$ cat src/rtl/imem_loader_pkg.sv
// imem_loader shared types: FSM state encoding, frame magic byte,
// default IMEM geometry and a byte-lane insert helper.
package imem_loader_pkg;

  localparam int unsigned IMEM_ADDR_W = 5;
  localparam int unsigned IMEM_DEPTH  = 32;
  localparam logic [7:0]  FRAME_MAGIC = 8'hA5;
  localparam int unsigned RX_TIMEOUT  = 1024;

  typedef enum logic [2:0] {
    S_IDLE,
    S_LEN,
    S_DATA,
    S_WRITE,
    S_CHECK,
    S_DONE,
    S_ERR
  } state_t;

  function automatic logic [31:0] put_byte(
    input logic [31:0] word,
    input logic [1:0]  idx,
    input logic [7:0]  b
  );
    logic [31:0] w;
    w = word;
    w[8*idx +: 8] = b;
    return w;
  endfunction

endpackage

$ cat src/rtl/imem_loader_if.sv
// Byte-stream link (rx_valid/rx_data/rx_ready) plus IMEM write bus.
// master: loader side (drives rx_ready, imem_*); slave: source/IMEM side.
interface imem_loader_if
  import imem_loader_pkg::*;
#(
  parameter int ADDR_W = IMEM_ADDR_W
) ();

  logic              rx_valid;
  logic [7:0]        rx_data;
  logic              rx_ready;
  logic              imem_we;
  logic [ADDR_W-1:0] imem_addr;
  logic [31:0]       imem_wdata;

  modport master (
    input  rx_valid,
    input  rx_data,
    output rx_ready,
    output imem_we,
    output imem_addr,
    output imem_wdata
  );

  modport slave (
    output rx_valid,
    output rx_data,
    input  rx_ready,
    input  imem_we,
    input  imem_addr,
    input  imem_wdata
  );

endinterface

$ cat src/rtl/imem_loader_byte_packer.sv
// Packs 4 little-endian bytes into a word and keeps the running XOR.
// i_clr restarts a frame, i_shift accepts i_data; o_last marks byte 3.
module imem_loader_byte_packer
  import imem_loader_pkg::*;
(
  input  logic        clk,
  input  logic        rst_n,
  input  logic        i_clr,
  input  logic        i_shift,
  input  logic [7:0]  i_data,
  output logic [31:0] o_word_nxt,
  output logic        o_last,
  output logic [7:0]  o_csum
);

  logic [31:0] r_word;
  logic [1:0]  r_idx;
  logic [7:0]  r_csum;

  // word as it will look once i_data lands in its lane
  assign o_word_nxt = put_byte(r_word, r_idx, i_data);
  assign o_last     = (r_idx == 2'd3);
  assign o_csum     = r_csum;

  always_ff @(posedge clk or negedge rst_n) begin
    if (!rst_n) begin
      r_word <= '0;
      r_idx  <= '0;
      r_csum <= '0;
    end else if (i_clr) begin
      r_word <= '0;
      r_idx  <= '0;
      r_csum <= '0;
    end else if (i_shift) begin
      r_word <= o_word_nxt;
      r_idx  <= r_idx + 2'd1;
      r_csum <= r_csum ^ i_data;
    end
  end

endmodule

$ cat src/rtl/imem_loader.sv
// Frame loader: MAGIC, N, 4N data bytes, XOR checksum -> IMEM words 0..N-1.
// Ports: clk, RN, bus (link + IMEM write), core_rst, load_done, load_err, words_loaded.
module imem_loader
  import imem_loader_pkg::*;
#(
  parameter int         ADDR_W      = IMEM_ADDR_W,
  parameter int         DEPTH       = IMEM_DEPTH,
  parameter logic [7:0] MAGIC       = FRAME_MAGIC,
  parameter int         TIMEOUT_CYC = RX_TIMEOUT
) (
  input  logic              clk,
  input  logic              RN,
  imem_loader_if.master     bus,
  output logic              core_rst,
  output logic              load_done,
  output logic              load_err,
  output logic [ADDR_W:0]   words_loaded
);

  localparam int TW = $clog2(TIMEOUT_CYC) + 1;

  state_t            r_state;
  logic              r_rdy;
  logic              r_we;
  logic [ADDR_W-1:0] r_addr;
  logic [31:0]       r_wdata;
  logic              r_core_rst;
  logic              r_done;
  logic              r_err;
  logic [ADDR_W:0]   r_words;
  logic [ADDR_W:0]   r_n;
  logic [TW-1:0]     r_timer;

  logic              w_acc;
  logic              w_rest;
  logic              w_clr;
  logic              w_shift;
  logic              w_len_bad;
  logic              w_tmo;
  logic [ADDR_W:0]   w_words_inc;
  logic [31:0]       w_word_nxt;
  logic              w_last;
  logic [7:0]        w_csum;

  assign w_acc       = bus.rx_valid & r_rdy;
  assign w_rest      = r_state inside {S_IDLE, S_DONE, S_ERR};
  assign w_clr       = w_acc & w_rest & (bus.rx_data == MAGIC);
  assign w_shift     = w_acc & (r_state == S_DATA);
  assign w_len_bad   = (bus.rx_data == 8'd0) ||
                       (bus.rx_data > 8'(DEPTH));
  assign w_tmo       = (r_timer == TW'(TIMEOUT_CYC - 1));
  assign w_words_inc = r_words + 1'b1;

  imem_loader_byte_packer u_pack (
    .clk        (clk),
    .rst_n      (RN),
    .i_clr      (w_clr),
    .i_shift    (w_shift),
    .i_data     (bus.rx_data),
    .o_word_nxt (w_word_nxt),
    .o_last     (w_last),
    .o_csum     (w_csum)
  );

  always_ff @(posedge clk or negedge RN) begin
    if (!RN) begin
      r_state    <= S_IDLE;
      r_rdy      <= 1'b0;
      r_we       <= 1'b0;
      r_addr     <= '0;
      r_wdata    <= '0;
      r_core_rst <= 1'b1;
      r_done     <= 1'b0;
      r_err      <= 1'b0;
      r_words    <= '0;
      r_n        <= '0;
      r_timer    <= '0;
    end else begin
      // ready drops only for the single WRITE cycle
      r_rdy <= 1'b1;
      r_we  <= 1'b0;
      case (r_state)
        S_IDLE, S_DONE, S_ERR: begin
          if (w_clr) begin
            r_state    <= S_LEN;
            r_core_rst <= 1'b1;
            r_done     <= 1'b0;
            r_err      <= 1'b0;
            r_words    <= '0;
            r_timer    <= '0;
          end
        end
        S_LEN: begin
          if (w_acc) begin
            r_timer <= '0;
            if (w_len_bad) begin
              r_state <= S_ERR;
              r_err   <= 1'b1;
            end else begin
              r_n     <= bus.rx_data[ADDR_W:0];
              r_state <= S_DATA;
            end
          end else if (w_tmo) begin
            r_state <= S_ERR;
            r_err   <= 1'b1;
            r_timer <= '0;
          end else begin
            r_timer <= r_timer + 1'b1;
          end
        end
        S_DATA: begin
          if (w_acc) begin
            r_timer <= '0;
            if (w_last) begin
              r_state <= S_WRITE;
              r_rdy   <= 1'b0;
              r_we    <= 1'b1;
              r_addr  <= r_words[ADDR_W-1:0];
              r_wdata <= w_word_nxt;
            end
          end else if (w_tmo) begin
            r_state <= S_ERR;
            r_err   <= 1'b1;
            r_timer <= '0;
          end else begin
            r_timer <= r_timer + 1'b1;
          end
        end
        S_WRITE: begin
          r_words <= w_words_inc;
          r_state <= (w_words_inc < r_n) ? S_DATA : S_CHECK;
        end
        S_CHECK: begin
          if (w_acc) begin
            r_timer <= '0;
            if (bus.rx_data == w_csum) begin
              r_state    <= S_DONE;
              r_done     <= 1'b1;
              r_core_rst <= 1'b0;
            end else begin
              r_state <= S_ERR;
              r_err   <= 1'b1;
            end
          end else if (w_tmo) begin
            r_state <= S_ERR;
            r_err   <= 1'b1;
            r_timer <= '0;
          end else begin
            r_timer <= r_timer + 1'b1;
          end
        end
        default: r_state <= S_IDLE;
      endcase
    end
  end

  assign bus.rx_ready   = r_rdy;
  assign bus.imem_we    = r_we;
  assign bus.imem_addr  = r_addr;
  assign bus.imem_wdata = r_wdata;
  assign core_rst       = r_core_rst;
  assign load_done      = r_done;
  assign load_err       = r_err;
  assign words_loaded   = r_words;

endmodule
$ cat src/flat_wrapper.sv
// flat-port wrapper written by rule: the top's interface ports become plain ports
module imem_loader_flat import imem_loader_pkg::*;
#(
  parameter int         ADDR_W      = IMEM_ADDR_W,
  parameter int         DEPTH       = IMEM_DEPTH,
  parameter logic [7:0] MAGIC       = FRAME_MAGIC,
  parameter int         TIMEOUT_CYC = RX_TIMEOUT
)
  (clk, RN, core_rst, load_done, load_err, words_loaded, bus_rx_valid, bus_rx_data, bus_rx_ready, bus_imem_we, bus_imem_addr, bus_imem_wdata);
  imem_loader_if #(.ADDR_W(ADDR_W)) bus_i ();
  input  logic clk;
  input  logic RN;
  output logic core_rst;
  output logic load_done;
  output logic load_err;
  output logic [ADDR_W:0] words_loaded;
  input wire logic [$bits(bus_i.rx_valid)-1:0] bus_rx_valid;
  input wire logic [$bits(bus_i.rx_data)-1:0] bus_rx_data;
  output wire logic [$bits(bus_i.rx_ready)-1:0] bus_rx_ready;
  output wire logic [$bits(bus_i.imem_we)-1:0] bus_imem_we;
  output wire logic [$bits(bus_i.imem_addr)-1:0] bus_imem_addr;
  output wire logic [$bits(bus_i.imem_wdata)-1:0] bus_imem_wdata;
  assign bus_i.rx_valid = bus_rx_valid;
  assign bus_i.rx_data = bus_rx_data;
  assign bus_rx_ready = bus_i.rx_ready;
  assign bus_imem_we = bus_i.imem_we;
  assign bus_imem_addr = bus_i.imem_addr;
  assign bus_imem_wdata = bus_i.imem_wdata;
  imem_loader #(.ADDR_W(ADDR_W), .DEPTH(DEPTH), .MAGIC(MAGIC), .TIMEOUT_CYC(TIMEOUT_CYC)) u_core (.clk(clk), .RN(RN), .bus(bus_i), .core_rst(core_rst), .load_done(load_done), .load_err(load_err), .words_loaded(words_loaded));
endmodule
$ cat config.mk
export PLATFORM = sky130hd
export DESIGN_NAME = imem_loader_flat
export DESIGN_NICKNAME = d
export VERILOG_FILES = /design/src/rtl/imem_loader_pkg.sv /design/src/rtl/imem_loader_if.sv /design/src/rtl/imem_loader_byte_packer.sv /design/src/rtl/imem_loader.sv /design/src/flat_wrapper.sv
export SDC_FILE = /design/constraint.sdc
export NUM_CORES = 1
export LEC_CHECK = 0
export ABC_AREA = 1
export CELL_PAD_IN_SITES_DETAIL_PLACEMENT = 1
export CELL_PAD_IN_SITES_GLOBAL_PLACEMENT = 2
export CORE_UTILIZATION = 35
export CTS_CLUSTER_DIAMETER = 150
export CTS_CLUSTER_SIZE = 28
export DETAILED_ROUTE_END_ITERATION = 10
export GPL_ROUTABILITY_DRIVEN = 0
export PLACE_DENSITY = 0.85
export SLEW_MARGIN = 20
export SYNTH_ARGS = -nofsm -noshare
export SYNTH_HDL_FRONTEND = slang
export SYNTH_SLANG_ARGS = --single-unit
$ cat constraint.sdc
create_clock -name clk -period 4.05 [get_ports clk]
set_input_delay 0.6075 -clock clk [delete_from_list [all_inputs] [get_ports clk]]
set_output_delay 0.6075 -clock clk [all_outputs]
set_load 0.005 [all_outputs]
==> reports/metrics.yaml <==
cp.buffers_inverters: 5
worstMarginPinSlew_ns: 0.662
combPwrFrac: 0.432
cts_tree: "yes"
num_io_pins: 59
drt_pass1_iterations: 4
critPathKind: "in -> reg"
drc: 0
rsz0062_at_grt: "no"
fin_crit_ns: 2.54
path_max_fanout: 33
synth-seq-cells: 110
cp_slowest_cell: "inv_2"
nets: 814
crit_arrival_ns: 2.83
synth_warnings: 0
drive_above_1_share: 0.0616
maxCapViolCount: 0
std_cell_rows: 46
slew_headroom: 0.558
crit_path_start_kind: "input port"
cp-startpoint: "bus_rx_valid"
routed_wl_um: 15700
crit_path_frequent_cell: "nand2_1"
status: "finished, final reports clean"
cts_setup_buffers: 0
fillers: 1971
crit_path_cell_trace: "clkdlybuf4s50_1, nand2_1, buf_4, inv_1, nand2_4, inv_2, nand2_4, inv_2, nand2_1, nand2_1"
internal-power_w: 0.00281
netlist_area_um2: 5700
core_area_um2: 15900
cp.required_ns: 4.34
port_buffers: 58
slew_violations: 0
grt_pass1_wl_um: 26000
synth_largest_area_cell: "dfrtp_1"
grt_max_degree: 65
hold_class: "in -> async"
cts.sinks: 110
cts_hold_buf: 0
clock_latency_ns: 0.36
antenna_found_initial: 0
syn_to_final_growth_pct: 18.8
p_sw_w: 0.00190
cts-root-buf: "clkbuf_16"
clock_path_buffers: 2
grt_pass1_vias: 5167
clk_pin_slew_ns: 0.07
ir_drop_uv: 245
finalCritPeriodShare: 0.627
rr_startpoint: "u_core.u_pack.r_idx[0]"
die_width_um: 130
vias: 5005
synth.avg_cell_area_um2: 7.68
swShare: 0.403
clockPowerShare: 0.197
setup-tns-final_ns: 0
htreeDepth: 3
synthDominantCellAreaShare: 0.479
die_h_um: 130
synth_ff_type: "dfrtp_1"
syn-num-nets: 766
pre_cts_ws_ns: 1.14
diodes: 0
setup_slack_ns: 1.51
wl_per_cell_um: 15.6
holdWs_ns: 0.266
post_cts_resized: 0
p_leak_nw: 3.39
ant_nets: 0
grt_usage: 0.200
syn_inst: 742
crit_path_max_incr_delay_ns: 0.46
grt.overflow.total: 0
finalSetupViolations: 0
synth_area_leaders: "dfrtp_1, nand2_1, inv_1"
start_util: 0.359
viasPerCell: 4.95
yosysUniqueCellTypes: 31
seqPwrFrac: 0.371
hold_violations: 0
cts_buffers: 9
die_area_um2: 16800
dp_hpwl_um: 11200
async_flop_share: 1.00
fmax_mhz: 394
p_per_area_nw_per_um2: 695
cpLargestDelayFamily: "buffers and inverters"
skew_ns: 0.00665
ys_seq_area_frac: 0.483
drtIter0Drc: 225
ff_latch_area_um2: 2750
synth_edf_count: 0
cp-end-kind: "flip-flop"
multi_input_area_um2: 2370
## flip-flops by register name (all words and copies together), names as in the netlist, 2 cells and up
signal and count:
u_core.bus.imem_wdata 32, u_core.u_pack.r_word 32, u_core.r_timer 11, u_core.u_pack.o_csum 8
u_core.r_n 6, u_core.words_loaded 6, u_core.bus.imem_addr 5, u_core.r_state 3
u_core.u_pack.r_idx 2
## final cells by class
| class | count | area share |
|---|---|---|
| clock buffer | 9 | 0.0333 |
| inverter | 118 | 0.0654 |
| sequential | 110 | 0.407 |
| timing repair buffer | 63 | 0.0928 |
| multi-input combinational | 488 | 0.350 |
| clock inverter | 7 | 0.0116 |
| tap | 216 | 0.0399 |
## power groups by stage
stage | Combinational [W] | Sequential [W] | Clock, W
CTS | 0.00206 | 0.00175 | 0.000958
global route | 0.00231 | 0.00180 | 0.00100
finish | 0.00203 | 0.00174 | 0.000927
global placement | 0.00195 | 0.00175 | 0
floorplan | 0.00128 | 0.00171 | 0
detailed placement | 0.00204 | 0.00176 | 0
## layer usage
layer | vias up | share of wire | GRT usage
li1 | 2446 | - | -
met1 | 2482 | 0.46 | 0.256
met2 | 68 | 0.50 | 0.344
met3 | 9 | 0.025 | 0.0334
met4 | 0 | 0.0093 | 0.0588
met5 | - | 0 | 0
## logic make-up after synthesis
logic type | synth area share
and+or+nand+nor | 0.247
buffers and inverters | 0.101
DFF | 0.483
AOI/OAI and AO/OA | 0.132
xor gates and xnor gates | 0.00769
adders and majority gates | 0.0286
## final timing paths
path	endpoint	slack (ns)	cells past startpoint
min in group clk	u_core.bus.imem_wdata[21]	0.48	2
max in group asynchronous	u_core.core_rst	3.00	2
setup reg to reg	u_core.u_pack.r_word[27]	1.69	7
setup / recovery	u_core.bus.imem_wdata[20]	1.51	10
hold / removal	u_core.r_timer[4]	0.27	1
hold reg to reg	u_core.bus.imem_wdata[21]	0.48	2
## metrics by stage
stage	cell area, um2	util	cells	power (W)
after floorplan	5700	-	742	0.00300
after global placement	6460	0.407	995	0.00369
after detailed placement	6460	0.407	995	0.00381
after CTS	6770	0.426	1011	0.00476
final	6770	0.426	1011	0.00470
after global routing	6770	0.426	1011	0.00511
## cell usage after synthesis, types with 7 or more instances
cell        n
a21oi_1    21
buf_2       9
clkbuf_1    8
dfrtp_1   109
ha_1       13
inv_1     111
inv_2       7
nand2_1   246
nand3_1    29
nand4_1    18
nor2_1     31
o21ai_0    69
o21ai_2    10
o22ai_1    17
o32ai_1     8
## placed cells by master, fill, tap and decap left out, drive strengths merged
cell type      count
a21o               1
a21oi             21
buf                6
bufinv             1
clkbuf             9
clkdlybuf4s50     57
clkinv             3
dfrtp            109
dfstp              1
ha                13
inv              121
nand2            252
nand3             30
nand4             18
nor2              32
nor3               6
nor4               1
o2111ai            1
o21ai             82
o21bai             1
o22ai             17
o32ai              8
xor2               5
No activity file was read; power rests on OpenSTA's default activity.
